`config.mk`:
```
export PLATFORM = sky130hd
export DESIGN_NAME = btb_update_ctrl
export DESIGN_NICKNAME = d
export VERILOG_FILES = /design/src/rtl/btb_pkg.sv /design/src/rtl/btb_upd_queue.sv /design/src/rtl/btb_update_ctrl.sv
export SDC_FILE = /design/constraint.sdc
export NUM_CORES = 1
export LEC_CHECK = 0
export CAP_MARGIN = 20
export CORE_ASPECT_RATIO = 1.2
export CORE_UTILIZATION = 55
export CTS_BUF_LIST = sky130_fd_sc_hd__clkbuf_16
export DETAILED_ROUTE_END_ITERATION = 16
export DONT_BUFFER_PORTS = 1
export GPL_TIMING_DRIVEN = 0
export PLACE_DENSITY = 0.7
export SLEW_MARGIN = 20
export SYNTH_ARGS = -nofsm -noshare
export SYNTH_HDL_FRONTEND = slang
export SYNTH_SLANG_ARGS = --single-unit
export TNS_END_PERCENT = 5
```
`constraint.sdc`:
```
create_clock -name clk -period 35.3 [get_ports clk]
set_input_delay 7.06 -clock clk [delete_from_list [all_inputs] [get_ports clk]]
set_output_delay 7.06 -clock clk [all_outputs]
set_load 0.01 [all_outputs]
```
`src/rtl/btb_pkg.sv`:
```
// Shared types and constants for the BTB update controller.
package btb_pkg;
    localparam int BTB_WIDTH   = 31;
    localparam int BTB_B_WIDTH = 7;
    localparam int BTB_DEPTH   = 8;
    localparam int BTB_TAG_W   = 3;
    localparam int PC_STEP     = 4;

    typedef struct packed {
        logic                 valid;
        logic                 resolved;
        logic                 predTaken;
        logic [BTB_WIDTH:0]   pc;
        logic [BTB_WIDTH:0]   predTgt;
    } btb_entry_t;
endpackage

```
`src/rtl/btb_upd_queue.sv`:
```
// In-order circular queue of in-flight branches: head/tail/count bookkeeping,
// per-entry resolved marking, in-order commit and squash of entries younger than a tag.
module btb_upd_queue
    import btb_pkg::*;
#(
    parameter int DEPTH = BTB_DEPTH,
    parameter int TAG_W = BTB_TAG_W
) (
    input  logic             clk,
    input  logic             reset,
    input  logic             i_alloc_valid,
    input  btb_entry_t       i_alloc_entry,
    input  logic             i_resolve_en,
    input  logic [TAG_W-1:0] i_resolve_tag,
    input  logic             i_squash_en,
    input  logic             i_commit_valid,
    output btb_entry_t       o_rd_entry,
    output logic [TAG_W-1:0] o_tail,
    output logic             o_full
);
    btb_entry_t       r_entries [DEPTH];
    logic [TAG_W-1:0] r_head;
    logic [TAG_W-1:0] r_tail;
    logic [TAG_W:0]   r_count;

    logic             w_alloc;
    logic             w_commit;
    logic [TAG_W-1:0] w_tag_off;
    logic [TAG_W:0]   w_keep;
    logic [DEPTH-1:0] w_younger;

    assign o_full     = (r_count == (TAG_W+1)'(DEPTH));
    assign o_tail     = r_tail;
    assign o_rd_entry = r_entries[i_resolve_tag];

    // A squash redirects fetch, so whatever was fetched alongside it is wrong-path.
    assign w_alloc   = i_alloc_valid && !o_full && !i_squash_en;
    assign w_commit  = i_commit_valid && r_entries[r_head].valid && r_entries[r_head].resolved;
    assign w_tag_off = i_resolve_tag - r_head;
    // Entries head..tag survive; the +1 naturally yields DEPTH when tag is the last slot.
    assign w_keep    = {1'b0, w_tag_off} + (TAG_W+1)'(1);

    generate
        for (genvar gi = 0; gi < DEPTH; gi++) begin : g_age
            logic [TAG_W-1:0] w_off;
            assign w_off         = TAG_W'(gi) - r_head;
            assign w_younger[gi] = r_entries[gi].valid && (w_off > w_tag_off);
        end
    endgenerate

    always_ff @(posedge clk) begin
        if (reset) begin
            r_head  <= '0;
            r_tail  <= '0;
            r_count <= '0;
            for (int i = 0; i < DEPTH; i++) begin
                r_entries[i] <= '0;
            end
        end else begin
            for (int i = 0; i < DEPTH; i++) begin
                if (w_alloc && r_tail == TAG_W'(i)) begin
                    r_entries[i] <= i_alloc_entry;
                end else if ((w_commit && r_head == TAG_W'(i)) ||
                             (i_squash_en && w_younger[i])) begin
                    r_entries[i].valid    <= 1'b0;
                    r_entries[i].resolved <= 1'b0;
                end else if (i_resolve_en && i_resolve_tag == TAG_W'(i)) begin
                    r_entries[i].resolved <= 1'b1;
                end
            end

            r_head <= r_head + TAG_W'(w_commit);
            if (i_squash_en) begin
                r_tail  <= i_resolve_tag + TAG_W'(1);
                r_count <= w_keep - (TAG_W+1)'(w_commit);
            end else begin
                r_tail  <= r_tail + TAG_W'(w_alloc);
                r_count <= r_count + (TAG_W+1)'(w_alloc) - (TAG_W+1)'(w_commit);
            end
        end
    end
endmodule

```
`src/rtl/btb_update_ctrl.sv`:
```
// BTB writer: compares branch resolution against fetch-time prediction, issues BTB writes,
// mispredict redirects and flush tags. Define BTB_UPD_STATS_EN for resolve/mispredict counters.
module btb_update_ctrl
    import btb_pkg::*;
#(
    parameter int WIDTH   = BTB_WIDTH,
    parameter int B_WIDTH = BTB_B_WIDTH,
    parameter int DEPTH   = BTB_DEPTH,
    parameter int TAG_W   = BTB_TAG_W
) (
    input  logic               clk,
    input  logic               reset,
`ifdef BTB_UPD_STATS_EN
    output logic [15:0]        statResolved,
    output logic [15:0]        statMispred,
`endif
    input  logic               allocValid,
    input  logic [WIDTH:0]     allocPC,
    input  logic               allocPredTaken,
    input  logic [WIDTH:0]     allocPredTgt,
    output logic [TAG_W-1:0]   allocTag,
    output logic               full,
    input  logic               resolveValid,
    input  logic [TAG_W-1:0]   resolveTag,
    input  logic               resolveTaken,
    input  logic [WIDTH:0]     resolveTarget,
    input  logic               commitValid,
    output logic               writeBTB,
    output logic [B_WIDTH:0]   oldPC,
    output logic [WIDTH:0]     resolvedTarget,
    output logic               takenBranch,
    output logic               mispredict,
    output logic [WIDTH:0]     redirectPC,
    output logic [TAG_W-1:0]   flushTag
);
    btb_entry_t       w_alloc_entry;
    btb_entry_t       w_rd;
    logic             w_accept;
    logic             w_tgt_diff;
    logic             w_mis;
    logic             w_write;
    logic [WIDTH:0]   w_redirect;

    always_comb begin
        w_alloc_entry           = '0;
        w_alloc_entry.valid     = 1'b1;
        w_alloc_entry.predTaken = allocPredTaken;
        w_alloc_entry.pc        = allocPC;
        w_alloc_entry.predTgt   = allocPredTgt;
    end

    // Only the first resolve of a live entry counts; stale tags and repeats fall through.
    assign w_accept   = resolveValid && w_rd.valid && !w_rd.resolved;
    assign w_tgt_diff = (w_rd.predTgt != resolveTarget);
    assign w_mis      = (w_rd.predTaken != resolveTaken) |
                        (w_rd.predTaken & resolveTaken & w_tgt_diff);
    assign w_write    = resolveTaken ? (!w_rd.predTaken | w_tgt_diff) : w_rd.predTaken;
    assign w_redirect = resolveTaken ? resolveTarget : (w_rd.pc + (WIDTH+1)'(PC_STEP));

    btb_upd_queue #(
        .DEPTH (DEPTH),
        .TAG_W (TAG_W)
    ) u_queue (
        .clk            (clk),
        .reset          (reset),
        .i_alloc_valid  (allocValid),
        .i_alloc_entry  (w_alloc_entry),
        .i_resolve_en   (w_accept),
        .i_resolve_tag  (resolveTag),
        .i_squash_en    (w_accept && w_mis),
        .i_commit_valid (commitValid),
        .o_rd_entry     (w_rd),
        .o_tail         (allocTag),
        .o_full         (full)
    );

    // Registered on posedge so the BTB can sample a stable value on its negedge write.
    always_ff @(posedge clk) begin
        if (reset) begin
            writeBTB       <= 1'b0;
            oldPC          <= '0;
            resolvedTarget <= '0;
            takenBranch    <= 1'b0;
            mispredict     <= 1'b0;
            redirectPC     <= '0;
            flushTag       <= '0;
        end else begin
            writeBTB   <= w_accept && w_write;
            mispredict <= w_accept && w_mis;
            if (w_accept) begin
                oldPC          <= w_rd.pc[B_WIDTH:0];
                resolvedTarget <= resolveTarget;
                takenBranch    <= resolveTaken;
                redirectPC     <= w_redirect;
                if (w_mis) begin
                    flushTag <= resolveTag;
                end
            end
        end
    end

`ifdef BTB_UPD_STATS_EN
    always_ff @(posedge clk) begin
        if (reset) begin
            statResolved <= '0;
            statMispred  <= '0;
        end else begin
            if (w_accept && statResolved != 16'hFFFF) begin
                statResolved <= statResolved + 16'd1;
            end
            if (w_accept && w_mis && statMispred != 16'hFFFF) begin
                statMispred <= statMispred + 16'd1;
            end
        end
    end
`endif
endmodule

```
==> results.md, run 1 <==
- Status: finished clean
- Rows: 90
- Starting Density: 55.8%
- Syn nets: 2348
- Fin util: 62.2%
- F_max: 75.8 MHz
- Vias: 19400
- Min cycle time layout: 13.20 ns
- Leakage power: 11.8 nW
- TritonCTS Buffers: 60
- Setup-failing EPs final: 0
- Core outline area: 50300 um2
- Synthesis-to-finish area growth: 11.4%
- Routed Antenna Nets: 0
- First-pass GRT wire length: 128 mm
- Finished Layout Cells: 2989
- Synthesized area: 28100 um2
- Detailed Place HPWL: 62.1 mm
- Fill count: 3847
- Clock Tree Root: clkbuf_16
- Sequential Power Share: 50.6%
- GRT Util Overall: 34.7%
- Fin area: 31300 um2
- Clock Sink Count: 624
- Post-DP Area: 29300 um2
- Initial DRC Count: 2633
- CP Capture Type: flip-flop
- Mean Syn Cell Area: 12.8 um2
- PwrDens: 56.8 nW/um2
- Port Buffers: 0
- Syn Inst Count: 2198
- Crit share post-route: 37.4%
- Initial antenna violation count: 4
- I/O pins: 188
- Yosys reg bits: 624
- Slew Limit Fails: 0
- Comb power frac: 13.4%
- Primary FF master, synth: edfxtp_1
- Final WS setup: 22.10 ns
- Drt via density: 6.50
- Remaining global-route overflow: 0
- Max-cap violation count: 0
- Clk pin slew, worst setup/hold paths: 0.06 ns
- Share of cells above drive strength 1: 12.0%
- Post-synthesis sequential area ratio: 63.6%
- Startpoint Class: input port
- 1st-pass router iterations: 6
- Net Sw Frac: 26.6%
- H-tree depth: 2
- Clock buffer depth: 3
- Resized cells post-CTS: 0
- Number of distinct library cells after synthesis: 71
- Final nets: 2437
- Worst path required time: 35.65 ns
- Hold WC Path Type: flip-flop to flip-flop
- Worst Skew: 0.0317 ns
- RSZ-0062 raised after global routing: false
- Hold WS: 0.504 ns
- Die height: 250 um
- Worst-path fanout max: 40
- CTS tree: done
- TNS Setup: 0 ns
- Final hold violation count: 0
- Part of the power in the clock network: 36.0%
- Hold_buf cts: 0
- EDFF count, synth: 536
- Post-synthesis async set-or-reset flop share: 0%
- WS Path Type: input port to flip-flop
- # placed instances: 2869
- Worst skew pair latency: 0.65 ns
- GPL Wtd Cong: 0.981
- Routed len/inst: 30.2 um
- Max_slew headroom: 16.3%
- Largest net degree at the start of global routing: 41
- Setup repair bufs after CTS: 0
- Worst Path Arrival: 13.54 ns
- Pre-CTS WS: 21.60 ns
- Die footprint: 52000 um2
- DRC violations left: 0
- Max rail drop VDD: 35.9 uV
- Worst Tran Pin Value: 1.26 ns
- Net Sw Power: 473 uW
- Die width: 208 um
- Yosys warns: 0
- Drt total wl: 90.4 mm
- Int Pwr: 1.30 mW
- Total power: 1.78 mW
- Vias in the first global route: 19000
==> worst paths after layout <==
kind,from,depth (start not counted),endpoint,slack [ns]
setup / recovery,resolveTag[1],19,u_queue.r_entries[2][12],22.10
hold / removal,resolvedTarget[1],2,resolvedTarget[1],0.50
setup reg to reg,u_queue.r_entries[7][3],13,u_queue.r_entries[4][21],29.67
hold reg to reg,resolvedTarget[1],2,resolvedTarget[1],0.50
==> layout by cell type, fill, tap and decap left out, types with 10 or more instances in the layout <==
| cell type | instances |
|---|---|
| a211oi_1 | 33 |
| edfxtp_1 | 536 |
| nor2_1 | 460 |
| mux2i_1 | 106 |
| clkinv_2 | 10 |
| nor3_1 | 13 |
| nand3_1 | 31 |
| nand2b_1 | 10 |
| buf_2 | 41 |
| nor2b_1 | 25 |
| nand4_1 | 11 |
| o21ai_0 | 31 |
| clkbuf_1 | 79 |
| nor4_1 | 13 |
| nand3b_1 | 12 |
| ha_1 | 42 |
| nand2_1 | 202 |
| clkinv_1 | 14 |
| mux4_2 | 99 |
| and3_1 | 17 |
| inv_1 | 107 |
| a22oi_1 | 20 |
| xor2_1 | 14 |
| dfxtp_1 | 88 |
| clkbuf_16 | 62 |
| a21oi_1 | 65 |
| xnor2_1 | 36 |
| buf_1 | 12 |
| buf_4 | 15 |
==> layout make-up <==
cell class                      count  area, um2  share of cell area, %
Sequential cell                   624      17900                   57.1
Multi-Input combinational cell   1343       9310                   29.7
Clock buffer                       62       1550                   4.96
Tap cell                          644        806                   2.57
Buffer                            138        648                   2.07
Clock inverter                     50        378                   1.21
Timing Repair Buffer               27        378                   1.21
Inverter                           93        349                   1.12
Antenna cell                        8       20.0                 0.0640
==> synth_stat cells, types with 2 or more instances <==
master | n | area share [%]
dfxtp_1 | 88 | 6.3
clkbuf_1 | 79 | 1.1
nand2b_1 | 10 | 0.22
nand3b_1 | 12 | 0.32
nand4_1 | 11 | 0.24
a22oi_1 | 20 | 0.53
and4b_1 | 2 | 0.071
or3_1 | 4 | 0.089
o22ai_1 | 5 | 0.11
mux4_2 | 99 | 7.9
nor4_1 | 13 | 0.29
xor2_1 | 14 | 0.44
nor3_1 | 13 | 0.23
o21ai_0 | 32 | 0.57
a211oi_1 | 33 | 0.88
nand3_1 | 31 | 0.55
o211a_1 | 3 | 0.11
or2_2 | 3 | 0.067
buf_4 | 11 | 0.29
mux2i_1 | 106 | 3.8
a21oi_1 | 65 | 1.2
buf_6 | 7 | 0.28
nand2_1 | 208 | 2.8
a31oi_1 | 5 | 0.11
edfxtp_1 | 536 | 57
o211ai_1 | 7 | 0.19
a22o_1 | 6 | 0.19
xnor2_1 | 36 | 1.1
buf_2 | 29 | 0.52
o22a_1 | 3 | 0.094
fa_1 | 2 | 0.14
ha_1 | 42 | 1.9
inv_1 | 92 | 1.2
and3_1 | 17 | 0.38
nor2_1 | 460 | 6.1
a31o_2 | 2 | 0.062
a2111oi_0 | 7 | 0.22
a21o_1 | 8 | 0.21
nor2b_1 | 25 | 0.56
and2_1 | 3 | 0.067
or4_1 | 3 | 0.080
o31a_1 | 6 | 0.19
buf_1 | 12 | 0.16
==> registers in the layout (all words and copies together) (netlist names), 3 cells and up <==
| signal | cells |
|---|---|
| u_queue.r_head | 3 |
| flushTag | 3 |
| redirectPC | 32 |
| u_queue.r_count | 4 |
| resolvedTarget | 32 |
| oldPC | 8 |
| u_queue.o_tail | 3 |
| u_queue.r_entries | 536 |
==> power groups by stage <==
| stage | Sequential, mW | Clock [mW] | Combinational (mW) |
|---|---|---|---|
| after global placement | 0.919 | 0 | 0.220 |
| after global routing | 0.902 | 0.663 | 0.252 |
| after CTS | 0.898 | 0.639 | 0.235 |
| after floorplan | 0.905 | 0 | 0.149 |
| after detailed placement | 0.913 | 0 | 0.233 |
| final | 0.898 | 0.639 | 0.239 |
==> kinds of logic (layout without fill, tap and decap cells) <==
kind of cell / count (synthesis) / after routing / share of synthesized area [%]
AO/OA/AOI/OAI: 214 / 214 / 4.99
XOR/XNOR: 50 / 50 / 1.56
adder cells (fa/ha/maj): 44 / 44 / 2.01
buffers and inverters: 231 / 370 / 3.55
flip-flops: 624 / 624 / 63.6
multiplexers: 206 / 206 / 11.8
other: 0 / 8 / 0
AND/OR/NAND/NOR: 829 / 829 / 12.6
==> critical path: stages <==
cell and delay (ns):
buf_2 0.18, buf_4 0.32, buf_4 0.28, buf_2 0.30, buf_2 0.40, clkbuf_1 0.50
clkbuf_1 0.74, mux4_2 0.41, nand2_1 0.08, nand2_1 0.11, ha_1 0.45, nor2_1 0.08
nor2_1 0.22, o21ai_2 0.15, buf_6 0.19, nand2_1 0.53, clkbuf_1 0.58, nand2_4 0.45
buf_16 0.37
==> metal layers <==
| layer | vias up | part of all wire [%] | global-route usage, % |
|---|---|---|---|
| li1 | 8146 | - | - |
| met1 | 9723 | 36 | 44.6 |
| met2 | 1313 | 46 | 54.3 |
| met3 | 247 | 12 | 9.66 |
| met4 | 2 | 5.3 | 17.4 |
| met5 | - | 0.049 | 0 |
No activity file was read; power rests on OpenSTA's default activity.
==> run 2: changes to the inputs <==
- PLACE_DENSITY: 0.7 -> 0.73
- clock period: 35.3 -> 11.23 ns (I/O delays scaled with it)
==> run 2 against run 1 <==
Against the previous run:
- sequential cell count unchanged
- combinational power grew to 3.1 times the previous value
- global-route usage decreased by 0.20 points
- power increased to 3.1 times the previous value
- die area stayed put
- clock power increased to 3.1 times the previous value
- via count shrank 0.69%
- sequential power increased to 3.2 times the previous value
- routed wire length is 1.3% lower
==> results.md, run 2 (same netlist as run 1, synthesis figures left out) <==
- Startpoint Class: input port
- Worst Skew: 0.0329 ns
- Pre-CTS WS: 2.35 ns
- FF+latch area: 17900 um2
- Worst Path Arrival: 8.74 ns
- Routed Antenna Nets: 0
- Vias in the first global route: 19200
- Min cycle time layout: 8.38 ns
- Worst hold start: resolvedTarget[19]
- CTS tree: done
- H-tree depth: 2
- GRT Util Overall: 34.5%
- Busiest layer in global routing: met2
- Fill count: 3825
- I/O pins: 188
- Initial antenna violation count: 8
- Worst-path fanout max: 38
- Hold WC Path Type: flip-flop to flip-flop
- Drt via density: 6.48
- Port Buffers: 0
- Commonest non-fill, non-tap cell in the layout: edfxtp_1
- CP Cell Sequence: buf_2 -> buf_4 -> buf_4 -> buf_2 -> buf_2 -> clkbuf_1 -> clkbuf_1 -> mux4_2 -> nand2_1 -> nand2_1 -> ha_1 -> nor2_1 -> nor2_1 -> o21ai_2 -> buf_6 -> nand2_1 -> clkbuf_1 -> nand2_4 -> buf_12
- Met1 usage: 43.3%
- Worst path bufs/invs: 10
- CP startpoint: resolveTag[1]
- Detailed Place HPWL: 61.4 mm
- Synthesis-to-finish area growth: 11.1%
- Starting Density: 55.8%
- Slew Limit Fails: 0
- DRC violations left: 0
- TritonCTS Buffers: 60
- Crit share post-route: 74.6%
- Resized cells post-CTS: 0
- Core outline area: 50300 um2
- Clock buffer depth: 3
- Clock Tree Root: clkbuf_16
- Worst skew pair latency: 0.65 ns
- Initial DRC Count: 2688
- Clk pin slew, worst setup/hold paths: 0.06 ns
- Met2 Use GR: 54.3%
- Largest regs: u_queue.r_entries x536, redirectPC x32, resolvedTarget x32
- Die width: 208 um
- Top delay family on crit path: buffers and inverters
- F_max: 119 MHz
- Die height: 250 um
- Leakage power: 11.8 nW
- WS Path Type: input port to flip-flop
- Number of flip-flops in the largest register: 536
- Slowest-stage cell, CP: clkbuf_1
- Routed len/inst: 30.0 um
- TNS Setup: 0 ns
- CP Capture Type: flip-flop
- Remaining global-route overflow: 0
- Drt total wl: 89.2 mm
- Most frequent cells in the layout: edfxtp_1 (536), nor2_1 (460), nand2_1 (202), mux2i_1 (106), inv_1 (106)
- Met3 GRT Util: 9.69%
- Largest Register: u_queue.r_entries
- GPL Wtd Cong: 0.995
- Vias: 19300
- Multi-input logic area: 9320 um2
- Worst path required time: 11.59 ns
- Setup repair bufs after CTS: 0
- RSZ-0062 raised after global routing: false
- Final nets: 2429
- Setup-failing EPs final: 0
- Worst Tran Pin Value: 1.23 ns
- First-pass GRT wire length: 128 mm
- Die footprint: 52000 um2
- Max rail drop VDD: 131 uV
- Largest net degree at the start of global routing: 40
- Worst reg2reg startpoint: u_queue.r_entries[7][3]
- Max_slew headroom: 17.8%
- Clock Sink Count: 624
- Share of cells above drive strength 1: 11.8%
- Slowest stage delay, CP: 0.74 ns
- Final WS setup: 2.85 ns
- Rows: 90
- Max-cap violation count: 0
- 1st-pass router iterations: 6
- PwrDens: 178 nW/um2
- Final hold violation count: 0
- Hold_buf cts: 0
- Status: finished clean
-- run 2: metrics by stage --
| stage | utilization (%) | area [um2] | cells | power, mW | hold WS (ns) |
|---|---|---|---|---|---|
| after floorplan | - | 28100 | 2198 | 3.31 | 0.476 |
| after global placement | 57.4 | 28900 | 2842 | 3.57 | 0.487 |
| after detailed placement | 58.2 | 29300 | 2861 | 3.60 | 0.494 |
| after CTS | 62.0 | 31200 | 2973 | 5.54 | 0.502 |
| after global routing | 62.0 | 31200 | 2974 | 5.69 | 0.522 |
| final | 62.0 | 31200 | 2976 | 5.56 | 0.503 |
-- run 2: tightest hold or removal path, cell delays in order, from the launching register on --
cell,delay (ns)
dfxtp_1,0.34
nand2_1,0.06
a21oi_1,0.05
-- run 2: path summary, 6_finish.rpt --
check                                   to  slack [ns]  cells after the start
hold reg to reg         resolvedTarget[19]        0.50                      2
setup / recovery   u_queue.r_entries[2][8]        2.85                     19
hold / removal          resolvedTarget[19]        0.50                      2
setup reg to reg  u_queue.r_entries[4][20]        5.80                     13
-- run 2: final cells by class --
class | instances | area share (%)
Sequential cell | 624 | 57.2
Multi-Input combinational cell | 1343 | 29.8
Clock buffer | 60 | 4.81
Tap cell | 644 | 2.58
Buffer | 138 | 2.08
Clock inverter | 52 | 1.28
Inverter | 93 | 1.12
Timing Repair Buffer | 19 | 1.09
Antenna cell | 3 | 0.0240
-- run 2: metal layers --
| metal | part of all wire, % | vias to the layer above |
|---|---|---|
| met5 | 0.030 | - |
| met4 | 6.0 | 4 |
| met3 | 13 | 279 |
| met2 | 46 | 1368 |
| met1 | 34 | 9541 |
| li1 | - | 8104 |
-- run 2: where the power goes --
part / switching (mW) / internal [mW] / total (mW)
clock: 0.887 / 1.11 / 1.99
combinational: 0.494 / 0.251 / 0.745
sequential: 0.0907 / 2.73 / 2.83
total: 1.47 / 4.09 / 5.56
==> run 3: changes to the inputs <==
- clock period: 11.23 -> 6.85 ns (I/O delays scaled with it)
==> run 3 against run 2 <==
Against the previous run:
- power increased by 63%
- final cell count is 0.17% lower
- design area hardly changed
- sequential share of layout area barely moved
- clock skew down 0.013 ns
- clock power grew 61%
- critical path type unchanged
- highest routed layer unchanged
==> results.md, run 3 (same netlist as run 1, synthesis figures left out) <==
- Largest regs: u_queue.r_entries x536, redirectPC x32, resolvedTarget x32
- Vias in the first global route: 19100
- Clock Sink Count: 624
- Rows: 90
- Port Buffers: 0
- GRT Util Overall: 34.4%
- PwrDens: 290 nW/um2
- Initial antenna violation count: 9
- Min cycle time layout: 6.68 ns
- Die width: 208 um
- Largest Register: u_queue.r_entries
- Largest net degree at the start of global routing: 42
- Status: finished clean
- Worst-path fanout max: 41
- DRC violations left: 0
- Hold WS: 0.501 ns
- Core outline area: 50300 um2
- Hold WC Path Type: flip-flop to flip-flop
- Crit share post-route: 97.5%
- Die footprint: 52000 um2
- Drt total wl: 88.8 mm
- Total power: 9.07 mW
- Fill count: 3816
- Final nets: 2426
- F_max: 150 MHz
- GPL Wtd Cong: 0.991
- Fin area: 31200 um2
- Most frequent cells in the layout: edfxtp_1 (536), nor2_1 (460), nand2_1 (201), mux2i_1 (106), inv_1 (102)
- Hold_buf cts: 0
- Worst path required time: 7.16 ns
- I/O pins: 188
- H-tree depth: 2
- TNS Setup: 0 ns
- Die height: 250 um
- Routed len/inst: 29.9 um
- Drt via density: 6.50
- Detailed Place HPWL: 61.0 mm
- Slew Limit Fails: 0
- Clock Tree Root: clkbuf_16
- Share of cells above drive strength 1: 12.2%
- TritonCTS Buffers: 60
- Worst skew pair latency: 0.66 ns
- Number of flip-flops in the largest register: 536
- Vias: 19300
- Leakage power: 11.8 nW
- Worst Path Arrival: 6.99 ns
- Startpoint Class: input port
- WS Path Type: input port to flip-flop
- Max rail drop VDD: 232 uV
- Initial DRC Count: 2768
- Clk pin slew, worst setup/hold paths: 0.06 ns
- CTS tree: done
- Remaining global-route overflow: 0
- Synthesis-to-finish area growth: 11.2%
- Max_slew headroom: 20.9%
- Max-cap violation count: 0
- Starting Density: 55.8%
- Final hold violation count: 0
- Setup-failing EPs final: 0
- Fin util: 62.1%
- CP Capture Type: flip-flop
- RSZ-0062 raised after global routing: false
- 1st-pass router iterations: 8
- Worst Skew: 0.0202 ns
- Post-DP Area: 29300 um2
- First-pass GRT wire length: 128 mm
- Routed Antenna Nets: 0
- Commonest non-fill, non-tap cell in the layout: edfxtp_1
- Clock buffer depth: 3
- Worst Tran Pin Value: 1.19 ns
-- run 3: final timing paths --
path | startpoint | end | depth (start not counted) | slack (ns)
max reg2reg | u_queue.r_entries[2][0] | u_queue.r_entries[5][20] | 12 | 1.42
min | resolvedTarget[25] | resolvedTarget[25] | 2 | 0.50
min reg2reg | resolvedTarget[25] | resolvedTarget[25] | 2 | 0.50
max | resolveTag[1] | u_queue.r_entries[5][20] | 18 | 0.17
-- run 3: worst max-delay path, cell delays in order --
cell	delay (ns)
buf_2	0.19
buf_4	0.32
buf_4	0.28
buf_2	0.31
clkbuf_4	0.35
clkbuf_2	0.34
clkbuf_4	0.36
mux4_2	0.34
nand2_1	0.09
nand2_1	0.13
ha_1	0.43
nor2_1	0.14
nor2_1	0.08
o21ai_2	0.18
buf_6	0.23
nand4_2	0.77
nand2_8	0.64
buf_16	0.33
-- run 3: through the flow --
step / cells / setup WS [ns]
CTS: 2970 / 0.0293
floorplan: 2198 / -0.0127
global route: 2969 / 0.0269
global placement: 2842 / -3.55
finish: 2971 / 0.171
detailed placement: 2862 / -1.34
-- run 3: power breakdown --
part / switching [mW] / internal (mW) / total, mW
sequential: 0.150 / 4.48 / 4.63
combinational: 0.809 / 0.416 / 1.22
clock: 1.48 / 1.73 / 3.21
-- run 3: area by class of cell --
type	count	area, um2	area share (%)
multi-input combinational	1343	9350	29.9
tap	644	806	2.58
clock inverter	50	327	1.05
antenna	2	5.00	0.0160
timing repair buffer	20	368	1.18
sequential	624	17900	57.2
buffer	134	648	2.08
clock buffer	61	1530	4.89
inverter	93	349	1.12
-- run 3: timing repair --
item                       CTS  global route
hold endpoints to repair     0             0
setup endpoints to repair  325           148
setup buffers                0             0
resized for setup            9             4
-- run 3: routing by layer --
layer  vias to the layer above  global-route usage [%]  share of wire [%]
met2                      1389                    53.1                 46
met3                       288                    10.8                 13
li1                       8104                       -                  -
met1                      9519                    43.1                 35
met4                         8                    19.6                6.4
met5                         -                       0              0.065
